===== src/rtl/mfcc_ctrl_pkg.sv =====
// Shared definitions for the MFCC front-end loop sequencer:
// state encoding, default index widths and the standard frame length.
package mfcc_ctrl_pkg;

  localparam int CNT_W_DEF = 12;
  localparam int FRM_W_DEF = 10;

  localparam logic [11:0] FRAME_LEN_DEF = 12'd400;

  typedef enum logic [1:0] {
    IDLE     = 2'd0,
    RUN      = 2'd1,
    WAIT_ACK = 2'd2,
    DONE     = 2'd3
  } loop_state_e;

endpackage


===== src/rtl/frame_loop_ctrl_if.sv =====
// Run-control / datapath handshake bundle for frame_loop_ctrl.
// master = run control side, slave = the loop sequencer.
interface frame_loop_ctrl_if
  import mfcc_ctrl_pkg::*;
#(
  parameter int CNT_W = CNT_W_DEF,
  parameter int FRM_W = FRM_W_DEF
);

  logic             start;
  logic             abort;
  logic [CNT_W-1:0] cfg_frame_len;
  logic [FRM_W-1:0] cfg_num_frames;
  logic             stall;
  logic             frame_ack;

  logic             sample_valid;
  logic [CNT_W-1:0] sample_idx;
  logic [FRM_W-1:0] frame_idx;
  logic             frame_last;
  logic             frame_done;
  logic             busy;
  logic             done;
  logic             cfg_err;

  modport master (
    output start, abort, cfg_frame_len, cfg_num_frames, stall, frame_ack,
    input  sample_valid, sample_idx, frame_idx, frame_last, frame_done,
           busy, done, cfg_err
  );

  modport slave (
    input  start, abort, cfg_frame_len, cfg_num_frames, stall, frame_ack,
    output sample_valid, sample_idx, frame_idx, frame_last, frame_done,
           busy, done, cfg_err
  );

endinterface


===== src/rtl/term_cnt.sv =====
// Up-counter with a latched limit: load captures the limit and clears the
// count, en advances and wraps to 0 at limit-1, clr zeroes the count only.
module term_cnt #(
  parameter int W = 12
) (
  input  logic         clk,
  input  logic         rst_n,
  input  logic         load,
  input  logic [W-1:0] lim_in,
  input  logic         clr,
  input  logic         en,
  output logic [W-1:0] q,
  output logic         tc,
  output logic         tc_nxt
);

  logic [W-1:0] lim_q;
  logic [W-1:0] lim_nxt;
  logic [W-1:0] q_nxt;

  assign tc = (q == lim_q - W'(1));

  always_comb begin
    lim_nxt = load ? lim_in : lim_q;
    q_nxt   = q;
    if (clr || load) begin
      q_nxt = '0;
    end else if (en) begin
      q_nxt = tc ? '0 : q + W'(1);
    end
  end

  // Terminal flag for the value the counter will hold after this edge.
  assign tc_nxt = (q_nxt == lim_nxt - W'(1));

  always_ff @(posedge clk or negedge rst_n) begin
    if (!rst_n) begin
      q     <= '0;
      lim_q <= '0;
    end else begin
      q     <= q_nxt;
      lim_q <= lim_nxt;
    end
  end

endmodule


===== src/rtl/frame_loop_ctrl.sv =====
// Nested sample/frame loop sequencer for the MFCC front end.
// state    | meaning
// IDLE     | waiting for start; config checked and latched here
// RUN      | issuing sample strobes, frozen while stall is high
// WAIT_ACK | frame issued, holding until downstream frame_ack
// DONE     | one-cycle completion pulse, then back to IDLE
module frame_loop_ctrl
  import mfcc_ctrl_pkg::*;
#(
  parameter int CNT_W = CNT_W_DEF,
  parameter int FRM_W = FRM_W_DEF
) (
  input logic               clk,
  input logic               rst_n,
  frame_loop_ctrl_if.slave  bus
);

  loop_state_e      state_q, state_d;
  logic             cfg_zero, start_ok;
  logic             s_en, f_en;
  logic             s_tc, s_tc_nxt, f_tc, f_tc_nxt;
  logic [CNT_W-1:0] s_q;
  logic [FRM_W-1:0] f_q;

  logic valid_d, last_d, fdone_d, done_d, busy_d, err_d;
  logic valid_q, last_q, fdone_q, done_q, busy_q, err_q;
  logic unused_ok;

  assign cfg_zero = (bus.cfg_frame_len == '0) || (bus.cfg_num_frames == '0);
  assign start_ok = (state_q == IDLE) && bus.start && !bus.abort && !cfg_zero;

  // Sample counter advances once per strobe actually issued.
  assign s_en = (state_q == RUN) && valid_q;
  assign f_en = (state_q == WAIT_ACK) && bus.frame_ack && !f_tc;

  term_cnt #(.W(CNT_W)) u_sample_cnt (
    .clk    (clk),
    .rst_n  (rst_n),
    .load   (start_ok),
    .lim_in (bus.cfg_frame_len),
    .clr    (bus.abort),
    .en     (s_en),
    .q      (s_q),
    .tc     (s_tc),
    .tc_nxt (s_tc_nxt)
  );

  term_cnt #(.W(FRM_W)) u_frame_cnt (
    .clk    (clk),
    .rst_n  (rst_n),
    .load   (start_ok),
    .lim_in (bus.cfg_num_frames),
    .clr    (bus.abort),
    .en     (f_en),
    .q      (f_q),
    .tc     (f_tc),
    .tc_nxt (f_tc_nxt)
  );

  assign unused_ok = ^{s_tc, f_tc_nxt};

  always_comb begin
    state_d = state_q;
    case (state_q)
      IDLE:     if (start_ok) state_d = RUN;
      RUN:      if (valid_q && last_q) state_d = WAIT_ACK;
      WAIT_ACK: if (bus.frame_ack) state_d = f_tc ? DONE : RUN;
      DONE:     state_d = IDLE;
      default:  state_d = IDLE;
    endcase
    if (bus.abort) state_d = IDLE;

    // Output values for the next cycle, decided from the next state.
    valid_d = (state_d == RUN) && !bus.stall;
    last_d  = valid_d && s_tc_nxt;
    fdone_d = (state_d == WAIT_ACK) && (state_q != WAIT_ACK);
    done_d  = (state_d == DONE);
    busy_d  = (state_d != IDLE);
    err_d   = (state_q == IDLE) && bus.start && !bus.abort && cfg_zero;
  end

  always_ff @(posedge clk or negedge rst_n) begin
    if (!rst_n) begin
      state_q <= IDLE;
      valid_q <= 1'b0;
      last_q  <= 1'b0;
      fdone_q <= 1'b0;
      done_q  <= 1'b0;
      busy_q  <= 1'b0;
      err_q   <= 1'b0;
    end else begin
      state_q <= state_d;
      valid_q <= valid_d;
      last_q  <= last_d;
      fdone_q <= fdone_d;
      done_q  <= done_d;
      busy_q  <= busy_d;
      err_q   <= err_d;
    end
  end

  assign bus.sample_valid = valid_q;
  assign bus.sample_idx   = s_q;
  assign bus.frame_idx    = f_q;
  assign bus.frame_last   = last_q;
  assign bus.frame_done   = fdone_q;
  assign bus.busy         = busy_q;
  assign bus.done         = done_q;
  assign bus.cfg_err      = err_q;

endmodule


===== src/flat_wrapper.sv =====
// flat-port wrapper written by rule: the top's interface ports become plain ports
module frame_loop_ctrl_flat import mfcc_ctrl_pkg::*;
#(
  parameter int CNT_W = CNT_W_DEF,
  parameter int FRM_W = FRM_W_DEF
)
  (clk, rst_n, bus_start, bus_abort, bus_cfg_frame_len, bus_cfg_num_frames, bus_stall, bus_frame_ack, bus_sample_valid, bus_sample_idx, bus_frame_idx, bus_frame_last, bus_frame_done, bus_busy, bus_done, bus_cfg_err);
  frame_loop_ctrl_if #(.CNT_W(CNT_W), .FRM_W(FRM_W)) bus_i ();
  input logic clk;
  input logic rst_n;
  input wire logic [$bits(bus_i.start)-1:0] bus_start;
  input wire logic [$bits(bus_i.abort)-1:0] bus_abort;
  input wire logic [$bits(bus_i.cfg_frame_len)-1:0] bus_cfg_frame_len;
  input wire logic [$bits(bus_i.cfg_num_frames)-1:0] bus_cfg_num_frames;
  input wire logic [$bits(bus_i.stall)-1:0] bus_stall;
  input wire logic [$bits(bus_i.frame_ack)-1:0] bus_frame_ack;
  output wire logic [$bits(bus_i.sample_valid)-1:0] bus_sample_valid;
  output wire logic [$bits(bus_i.sample_idx)-1:0] bus_sample_idx;
  output wire logic [$bits(bus_i.frame_idx)-1:0] bus_frame_idx;
  output wire logic [$bits(bus_i.frame_last)-1:0] bus_frame_last;
  output wire logic [$bits(bus_i.frame_done)-1:0] bus_frame_done;
  output wire logic [$bits(bus_i.busy)-1:0] bus_busy;
  output wire logic [$bits(bus_i.done)-1:0] bus_done;
  output wire logic [$bits(bus_i.cfg_err)-1:0] bus_cfg_err;
  assign bus_i.start = bus_start;
  assign bus_i.abort = bus_abort;
  assign bus_i.cfg_frame_len = bus_cfg_frame_len;
  assign bus_i.cfg_num_frames = bus_cfg_num_frames;
  assign bus_i.stall = bus_stall;
  assign bus_i.frame_ack = bus_frame_ack;
  assign bus_sample_valid = bus_i.sample_valid;
  assign bus_sample_idx = bus_i.sample_idx;
  assign bus_frame_idx = bus_i.frame_idx;
  assign bus_frame_last = bus_i.frame_last;
  assign bus_frame_done = bus_i.frame_done;
  assign bus_busy = bus_i.busy;
  assign bus_done = bus_i.done;
  assign bus_cfg_err = bus_i.cfg_err;
  frame_loop_ctrl #(.CNT_W(CNT_W), .FRM_W(FRM_W)) u_core (.clk(clk), .rst_n(rst_n), .bus(bus_i));
endmodule

===== config.mk =====
export PLATFORM = sky130hd
export DESIGN_NAME = frame_loop_ctrl_flat
export DESIGN_NICKNAME = d
export VERILOG_FILES = /design/src/rtl/mfcc_ctrl_pkg.sv /design/src/rtl/frame_loop_ctrl_if.sv /design/src/rtl/term_cnt.sv /design/src/rtl/frame_loop_ctrl.sv /design/src/flat_wrapper.sv
export SDC_FILE = /design/constraint.sdc
export NUM_CORES = 1
export LEC_CHECK = 0
export ABC_AREA = 1
export BUFFER_PORTS_ARGS = -buffer_cell sky130_fd_sc_hd__buf_2
export CORE_ASPECT_RATIO = 0.75
export CORE_UTILIZATION = 54
export CTS_CLUSTER_DIAMETER = 100
export CTS_CLUSTER_SIZE = 30
export DETAILED_ROUTE_END_ITERATION = 8
export HOLD_SLACK_MARGIN = 0.15
export MAX_ROUTING_LAYER = met4
export PLACE_DENSITY = 0.78
export SLEW_MARGIN = 0
export SYNTH_ARGS = -nofsm -noshare
export SYNTH_HDL_FRONTEND = slang
export SYNTH_HIERARCHICAL = 1
export SYNTH_SLANG_ARGS = --single-unit

===== constraint.sdc =====
create_clock -name clk -period 2.83 [get_ports clk]
set_clock_uncertainty 0.15 [all_clocks]
set_input_delay 0.1415 -clock clk [delete_from_list [all_inputs] [get_ports clk]]
set_output_delay 0.1415 -clock clk [all_outputs]
set_load 0.01 [all_outputs]

==> impl_metrics.csv, run 1 <==
group,metric,value,unit
power_and_ir_drop,cellLeakagePower,0.003264,µW
drt,drt_pre_antenna_iters,5,
timing,period_share,105.8,%
placed_design,dp.cells,855,
drt,via_per_inst,5.171,
die,fp.dieArea,0.008067,mm²
placed_design,gp_congestion,0.9680,
timing,worst_slew_pin_slew,0.5514,ns
setup_path,critical_path_required,2.92,ns
drt,drt_iter0_markers,403,
clocking,clock-root-buffer,"clkbuf_8",
setup_path,crit_arrival,3.08,ns
global_route,antenna_found_initial,0,
clocking,path_clk_slew,0.10,ns
clocking,htreeDepth,2,
drt,final_antenna_net_count,0,
outcome,violations,"setup timing",
clocking,cts.path.max_buffers,2,
die,die_h,78.04,µm
setup_path,cpMaxStageDelayCell,"dfrtp_1",
die,io_pins,56,
placed_design,dp_hpwl,9043,µm
setup_path,slowest_delay,0.40,ns
layout,final_cells,920,
drt,avgRoutedWirePerCell,14.15,µm
power_and_ir_drop,peakVddDrop,0.0002650,V
timing,max_slew_margin,63.24,%
timing,setup_viol,1,
timing,maxSlewViolCount,0,
yosys,synth_cells,647,
timing,period_needed,2.994,ns
placed_design,io_buffers,55,
die,core-area,0.007398,mm²
setup_path,critPathCaptureType,"flop",
die,initial_core_util,56.27,%
drt,drc,0,
global_route,grt_pass1_wl,20360,µm
layout,multi_input_area,0.002509,mm²
setup_path,path_max_fanout,5,
timing,rsz0062_at_grt,"true",
timing,holdWs,0.1894,ns
outcome,status,"finished, violations left",
global_route,gr-total-overflow,0,
layout,n_antenna_cell,0,
die,die_x,103.4,µm
job,cap_violations,0,
layout,regArea,0.001301,mm²
global_route,grt_pass1_vias,4409,
layout,nNetsFinal,852,
yosys,syn_nets,680,
global_route,grtUsageTotal,33.76,%
hold_path,hold_class,"primary input to flop",
drt,drt_wl_total,13020,µm
layout,final_util,78.17,%
timing,fmax,334.0,MHz
clocking,clk_latency,0.30,ns
layout,fillers,530,
setup_path,cp-start-kind,"flop",
setup_path,crit_path_frequent_cell,"nand2_1",
setup_path,crit_family,"simple AND/OR/NAND/NOR gates",
clocking,cts_buffers,5,
yosys,yosysWarnings,6,
timing,totalNegativeSetupSlack,-0.1637,ns
layout,post_route_cells_drive_above_1_share,32.48,%
yosys,synth_area,0.004163,mm²
die,num_rows,27,
setup_path,worstSetupPathType,"flop to flop",
power_and_ir_drop,power_density,389.9,mW/mm²
setup_path,path_buf_inv,7,
clocking,cts_tree,"built",
yosys,avgSynthCellArea,6.434,µm²
layout,syn_to_final_growth,38.92,%
timing,layout_setup_ws,-0.1637,ns
drt,vias,4757,
clocking,clock_sinks,52,
timing,hold_viol_final,0,
global_route,grt_max_degree,31,
## flip-flops by register name (all words and copies together) (netlist names)
signal and count:
u_core/u_frame_cnt/q 10, u_core/bus.cfg_err 1, u_core/u_frame_cnt/lim_q 10, u_core/bus.frame_last 1, u_core/bus.done 1, u_core/u_sample_cnt/lim_q 12, u_core/u_sample_cnt/q 12, u_core/bus.sample_valid 1
u_core/state_q 2, u_core/bus.busy 1, u_core/bus.frame_done 1
## area by class of cell
type                            count  area share, %
Tap cell                          101          2.185
Clock buffer                        6          1.255
Sequential cell                    52          22.50
Inverter                          132          8.633
Multi-Input combinational cell    455          43.38
Timing Repair inverter              1         0.1298
Clock inverter                      1        0.08654
Timing Repair Buffer              172          21.83
## routing by layer
| metal | track usage, % | wire (µm) | up-vias |
|---|---|---|---|
| met5 | - | 0 | - |
| met4 | 6.761 | 278 | 0 |
| met3 | 4.987 | 1087 | 29 |
| met2 | 51.59 | 5928 | 252 |
| met1 | 47.75 | 5723 | 2183 |
| li1 | - | - | 2293 |
## stage by stage
stage	power [µW]	worst slack, ns	area, µm²
2_1_floorplan	1340	0.03257	4168
3_3_place_gp	1598	-0.3026	4966
3_5_place_dp	1624	-0.3799	4966
4_1_cts	2152	0.005717	5584
5_1_grt	2394	-0.3217	5783
6_report	2255	-0.1637	5783
## tightest hold or removal path, stage by stage
cell     delay, ns
buf_2         0.09
or2_2         0.09
o21ai_0       0.07
inv_1         0.09
buf_4         0.12
## final timing paths
check	start	endpoint	slack, ns	depth (start not counted)
max	u_core/state_q[0]	u_core/bus.frame_last	-0.16	25
min	bus_cfg_frame_len[9]	u_core/u_sample_cnt/lim_q[9]	0.19	5
max reg2reg	u_core/state_q[0]	u_core/bus.frame_last	-0.16	25
min reg2reg	u_core/u_sample_cnt/lim_q[11]	u_core/u_sample_cnt/lim_q[11]	0.44	2
max in group asynchronous	rst_n	u_core/u_frame_cnt/lim_q[5]	1.50	3
min in group asynchronous	rst_n	u_core/u_sample_cnt/q[9]	0.20	2
## where the power goes
| part | switching, µW | internal [µW] | total, µW |
|---|---|---|---|
| combinational | 540 | 428 | 968 |
| clock | 246 | 169 | 415 |
| sequential | 72.5 | 800 | 872 |
| total | 858 | 1400 | 2250 |
## repair_timing
action / in CTS / in global routing
buffers inserted: 26 / 9
setup endpoints to repair: 1 / 10
hold buffers: 23 / 0
endpoints found under the hold margin: 47 / 0
pin swaps: 18 / 26
gates cloned: 1 / 0
resized for setup: 30 / 39
## layout by cell type, fill, tap and decap left out, types with 2 or more instances in the layout
master / count
nand4_1: 2
o211ai_1: 2
inv_2: 12
xor2_1: 20
o21ai_1: 9
or2_2: 4
dfrtp_1: 52
buf_2: 55
nand3b_1: 5
nand3_2: 7
ha_1: 3
inv_1: 118
clkbuf_8: 5
nand2_2: 20
buf_4: 86
dlygate4sd3_1: 23
a31oi_1: 2
xnor2_1: 5
nand2_1: 186
a21oi_1: 6
nor2_4: 11
nand4_2: 2
o21ai_2: 11
buf_6: 5
nor3_4: 3
nor3_1: 8
clkinvlp_4: 2
nand3_1: 34
buf_12: 2
o21ai_0: 9
nor2_1: 58
nor2_2: 26
nand2_4: 4
and2_0: 2
No activity file was read; power rests on OpenSTA's default activity.
==> run 2, diff against run 1 <==
--- a/config.mk
+++ b/config.mk
@@ -8,7 +8,7 @@
 export ABC_AREA = 1
 export BUFFER_PORTS_ARGS = -buffer_cell sky130_fd_sc_hd__buf_2
 export CORE_ASPECT_RATIO = 0.75
-export CORE_UTILIZATION = 54
+export CORE_UTILIZATION = 53
 export CTS_CLUSTER_DIAMETER = 100
 export CTS_CLUSTER_SIZE = 30
 export DETAILED_ROUTE_END_ITERATION = 8
@@ -18,5 +18,4 @@
 export SLEW_MARGIN = 0
 export SYNTH_ARGS = -nofsm -noshare
 export SYNTH_HDL_FRONTEND = slang
-export SYNTH_HIERARCHICAL = 1
 export SYNTH_SLANG_ARGS = --single-unit
==> impl_metrics.csv, run 2 <==
group,metric,value,unit
clocking,clock-root-buffer,"clkbuf_8",
clocking,clk_latency,0.32,ns
setup_path,crit_arrival,2.84,ns
job,cap_violations,0,
placed_design,preCtsSetupSlack,0.004672,ns
setup_path,critical_path_required,2.94,ns
drt,drt_iter0_markers,436,
layout,final_common_cell,"nand2_1",
yosys,yosysWarnings,0,
drt,drt_wl_total,11420,µm
drt,vias,4203,
yosys,yosysUniqueCellTypes,38,
yosys,synth_top_area_share,32.78,%
drt,drc,0,
outcome,status,"completed",
yosys,yosys-top-cells-count,"nand2_1, inv_1, nor2_1",
yosys,yosys_most_used_dff,"dfrtp_1",
setup_path,worstSetupPathType,"primary input to flop",
yosys,synth_cells,611,
drt,final_antenna_net_count,0,
yosys,yosysSeqAreaShare,32.78,%
global_route,grt_pass1_vias,3784,
drt,via_per_inst,5.254,
timing,maxSlewViolCount,0,
die,fp.dieArea,0.007844,mm²
yosys,netlist.top_cell.by_area,"dfrtp_1",
global_route,antenna_found_initial,0,
timing,period_needed,2.732,ns
timing,max_slew_margin,63.94,%
layout,syn_to_final_growth,21.53,%
timing,rsz0062_at_grt,"true",
drt,drt_pre_antenna_iters,5,
power_and_ir_drop,power_density,404.6,mW/mm²
placed_design,dp.cells,760,
setup_path,path_max_fanout,9,
power_and_ir_drop,peakVddDrop,0.0002595,V
yosys,syn_nets,644,
yosys,yosysMostFrequentCell,"nand2_1",
hold_path,hold_class,"primary input to asynchronous set/reset pin",
placed_design,gp_congestion,0.9504,
power_and_ir_drop,cellLeakagePower,0.002599,µW
setup_path,critPathCaptureType,"flop",
die,die_h,76.96,µm
layout,post_route_cells_drive_above_1_share,18.95,%
clocking,htreeDepth,2,
setup_path,cpMaxStageDelayCell,"dlygate4sd3_1",
placed_design,io_buffers,55,
timing,hold_viol_final,0,
die,num_rows,26,
global_route,grtUsageTotal,31.33,%
placed_design,dp_hpwl,8576,µm
layout,nNetsFinal,734,
die,initial_core_util,56.50,%
layout,final_cell_mix,"nand2_1, inv_1, nor2_1",
timing,fmax,366.0,MHz
clocking,cts_tree,"built",
yosys,synth_async_sr_flop_share,100.0,%
die,die_x,101.9,µm
yosys,synth_seq_cells,52,
global_route,grt_pass1_wl,18480,µm
global_route,gr-total-overflow,0,
yosys,synth_area,0.003970,mm²
layout,n_antenna_cell,0,
die,io_pins,56,
timing,layout_setup_ws,0.09759,ns
timing,worst_slew_pin_slew,0.5409,ns
setup_path,slowest_delay,0.59,ns
clocking,path_clk_slew,0.11,ns
yosys,synth-edff-count,0,
layout,fillers,621,
setup_path,cp-start-kind,"primary input",
yosys,ys_top_cells_by_area,"dfrtp_1, nand2_1, inv_1",
clocking,cts_buffers,5,
clocking,clock_sinks,52,
die,core-area,0.007027,mm²
layout,top_regs,"u_core.u_sample_cnt.lim_q: 12 flops, u_core.u_sample_cnt.q: 12 flops",
timing,period_share,96.55,%
drt,avgRoutedWirePerCell,14.27,µm
yosys,avgSynthCellArea,6.498,µm²
layout,final_cells,800,
global_route,grt_max_degree,30,
clocking,cts.path.max_buffers,2,
timing,setup_viol,0,
setup_path,worstPathCellList,"dlygate4sd3_1, buf_2, inv_2, nand2_2, nor2_8, nand3_4, buf_4, nand3_1, nand3_1, or2_0, a21oi_1, dlygate4sd3_1",
==> run 2: where the power goes <==
part	switching [µW]	total (µW)	internal, µW
logic	394	616	223
clock network	286	469	182
registers	68.4	867	799
total	748	1950	1200
==> run 2: repair_timing <==
item	CTS	global route
endpoints found under the setup margin	1	6
gates resized for setup	1	19
hold buffers	26	0
cloned	0	1
pin swaps	0	3
hold endpoints to repair	54	0
setup buffers	0	5
==> run 2: layout make-up <==
cell class,count,area (µm²),area share (%)
clock buffer,5,68.82,1.426
multi-input combinational,448,2306,47.80
tap,98,122.6,2.542
sequential,52,1301,26.97
timing repair buffer,91,610.6,12.66
clock inverter,3,27.53,0.5705
inverter,103,387.9,8.039
==> run 2: layer usage <==
layer,global-route usage (%),wire length (µm)
met1,48.08,5506
met2,43.99,4739
met3,5.378,1115
met4,4.000,55
met5,-,0
==> run 2: cells by family after synthesis <==
group | after synthesis | share of synthesized area (%)
AOI/OAI and AO/OA | 35 | 4.980
xor gates and xnor gates | 25 | 5.515
adders and majority gates | 5 | 1.576
buffers and inverters | 112 | 11.19
DFF | 52 | 32.78
and+or+nand+nor | 382 | 43.96
==> run 2: worst paths after layout <==
kind                                              start  slack [ns]  cells after the start                            to
setup / recovery                              bus_abort         0.1                     12       u_core.bus.sample_valid
hold / removal                                    rst_n        0.18                      2   u_core.u_frame_cnt.lim_q[7]
setup reg to reg           u_core.u_sample_cnt.lim_q[1]        0.18                     17         u_core.bus.frame_last
hold reg to reg             u_core.u_frame_cnt.lim_q[1]        0.35                      2   u_core.u_frame_cnt.lim_q[1]
max in group asynchronous                         rst_n        1.56                      3  u_core.u_sample_cnt.lim_q[4]
min in group clk                   bus_cfg_frame_len[2]        0.18                      5  u_core.u_sample_cnt.lim_q[2]
==> run 2: stage by stage <==
| step | hold WS [ns] | utilization, % | TNS, ns | instance area, µm² | power [µW] |
|---|---|---|---|---|---|
| 2_1_floorplan | -0.3041 | - | 0 | 3970 | 1267 |
| 3_3_place_gp | -0.002875 | 61.88 | 0 | 4348 | 1410 |
| 3_5_place_dp | 0.01142 | 61.88 | 0 | 4348 | 1426 |
| 4_1_cts | 0.1576 | 67.06 | 0 | 4712 | 1916 |
| 5_1_grt | 0.2171 | 68.66 | -0.06492 | 4825 | 2065 |
| 6_report | 0.1774 | 68.66 | 0 | 4825 | 1952 |
==> run 2: critical path, delay by kind of cell <==
family | cells | cell delay [ns]
buf+inv | 5 | 1.58
simple gates | 6 | 0.90
compound gates | 1 | 0.22
==> run 3, diff against run 2 <==
==> constraint.sdc (replaced) <==
create_clock -name clk -period 2.83 [get_ports clk]
set_clock_uncertainty 0.15 [all_clocks]
set_input_delay 0.4245 -clock clk [delete_from_list [all_inputs] [get_ports clk]]
set_output_delay 0.4245 -clock clk [all_outputs]
set_load 0.01 [all_outputs]
==> impl_metrics.csv, run 3 (same netlist as run 2, synthesis figures left out) <==
group,metric,value,unit
power_and_ir_drop,power,1868,µW
setup_path,cp-start-kind,"flop",
timing,max_slew_margin,70.30,%
die,initial_core_util,56.50,%
job,cap_violations,0,
global_route,grtUsageTotal,29.33,%
timing,holdWs,0.2266,ns
setup_path,worstPathCellList,"inv_1, ha_1, nand2_1, nor2_2, buf_4, nand4_1, nor2_1, nor2_1, nand3_4, nand2_2, nor2_1, xor2_1, nand3_1, nor2_1",
timing,worst_slew_pin_slew,0.4455,ns
die,num_rows,26,
power_and_ir_drop,cellLeakagePower,0.002509,µW
setup_path,crit_cells,14,
setup_path,crit_family,"simple AND/OR/NAND/NOR gates",
drt,avgRoutedWirePerCell,13.60,µm
setup_path,critPathLaunch,"u_core.u_sample_cnt.lim_q[1]",
clocking,cts_setup_buffers,0,
power_and_ir_drop,power_density,412.0,mW/mm²
placed_design,preCtsSetupSlack,0.01513,ns
layout,final_util,64.53,%
clocking,clock_sinks,52,
drt,drt_pre_antenna_iters,5,
setup_path,slowest_delay,0.41,ns
global_route,grt_max_degree,35,
timing,setup_viol,0,
hold_path,hold_class,"primary input to flop",
setup_path,path_max_fanout,10,
layout,n_antenna_cell,0,
global_route,grt_pass1_wl,17210,µm
setup_path,critPathCaptureType,"flop",
layout,final_common_cell,"nand2_1",
drt,vias,4011,
outcome,status,"completed",
placed_design,io_buffers,55,
clocking,cts.path.max_buffers,2,
global_route,gr-total-overflow,0,
clocking,clock-root-buffer,"clkbuf_8",
setup_path,crit_path_frequent_cell,"nor2_1",
setup_path,cpMaxStageDelayCell,"dfrtp_1",
timing,rsz0062_at_grt,"false",
drt,drt_iter0_markers,352,
clocking,htreeDepth,2,
setup_path,crit_arrival,2.70,ns
layout,syn_to_final_growth,14.21,%
setup_path,r2r_end,"u_core.bus.frame_last",
die,fp.dieArea,0.007844,mm²
timing,totalNegativeSetupSlack,0,ns
setup_path,worstSetupPathType,"flop to flop",
global_route,grt_pass1_vias,3604,
setup_path,endpoint,"u_core.bus.frame_last",
setup_path,reg2reg_slack,0.23,ns
timing,layout_setup_ws,0.2253,ns
timing,hold_viol_final,0,
timing,maxSlewViolCount,0,
timing,fmax,383.9,MHz
setup_path,path_buf_inv,2,
timing,period_share,92.04,%
clocking,clk_latency,0.31,ns
setup_path,r2r_cells,14,
power_and_ir_drop,peakVddDrop,0.0002051,V
die,io_pins,56,
setup_path,critical_path_required,2.92,ns
clocking,cts_tree,"built",
layout,final_cell_mix,"nand2_1, inv_1, nor2_1",
global_route,antenna_found_initial,0,
die,die_h,76.96,µm
layout,post_route_cells_drive_above_1_share,17.99,%
drt,via_per_inst,5.169,
drt,drc,0,
timing,period_needed,2.605,ns
drt,drt_wl_total,10550,µm
setup_path,reg2reg_from,"u_core.u_sample_cnt.lim_q[1]",
layout,top_regs,"u_core.u_sample_cnt.lim_q: 12 flops, u_core.u_sample_cnt.q: 12 flops",
clocking,cts_buffers,5,
placed_design,gp_congestion,0.9659,
layout,nNetsFinal,711,
placed_design,dp_hpwl,8506,µm
clocking,path_clk_slew,0.10,ns
die,die_x,101.9,µm
drt,final_antenna_net_count,0,
die,core-area,0.007027,mm²
## run 3: area by class of cell
class / instances / area, µm²
fillers: 661 / 2492
multi-input cells: 447 / 2247
flip-flops and latches: 52 / 1301
inverters: 103 / 386.6
repair buffers: 69 / 385.4
well taps: 98 / 122.6
clock buffers: 6 / 82.58
clock inverters: 1 / 8.758
## run 3: metal layers
layer / GRT usage [%] / wire (µm) / up-vias
li1: - / - / 2027
met1: 46.25 / 5489 / 1835
met2: 39.46 / 4223 / 142
met3: 4.102 / 777 / 7
met4: 5.857 / 63 / 0
met5: - / 0 / -
## run 3: power breakdown
| part | switching (µW) | internal, µW |
|---|---|---|
| sequential | 64.0 | 797 |
| combinational | 368 | 199 |
| clock | 245 | 196 |
## run 3: worst min-delay path: stages
cell,delay [ns]
buf_2,0.09
nor2_1,0.04
a21oi_1,0.10
## run 3: worst min path at each step
| stage | slack [ns] | to | start | cells after the start |
|---|---|---|---|---|
| 2_1_floorplan | -0.02 | u_core.bus.busy | rst_n | 0 |
| 3_3_place_gp | 0.23 | u_core.u_frame_cnt.lim_q[8] | rst_n | 1 |
| 3_5_place_dp | 0.25 | u_core.u_frame_cnt.lim_q[8] | rst_n | 1 |
| 4_1_cts | 0.22 | u_core.u_frame_cnt.lim_q[2] | bus_cfg_num_frames[2] | 3 |
| 5_1_grt | 0.23 | u_core.u_frame_cnt.lim_q[7] | bus_cfg_num_frames[7] | 3 |
| 6_report | 0.23 | u_core.u_frame_cnt.lim_q[2] | bus_cfg_num_frames[2] | 3 |
## run 3: per-stage QoR
stage	cell area [µm²]	cells
2_1_floorplan	3970	611
6_report	4534	776
3_3_place_gp	4400	767
3_5_place_dp	4400	767
5_1_grt	4534	776
4_1_cts	4512	776
## run 3: repair_timing
item / in CTS / in global routing
endpoints found under the setup margin: 0 / 4
gates resized for setup: 0 / 6
hold buffers: 2 / 0
hold endpoints to repair: 19 / 0
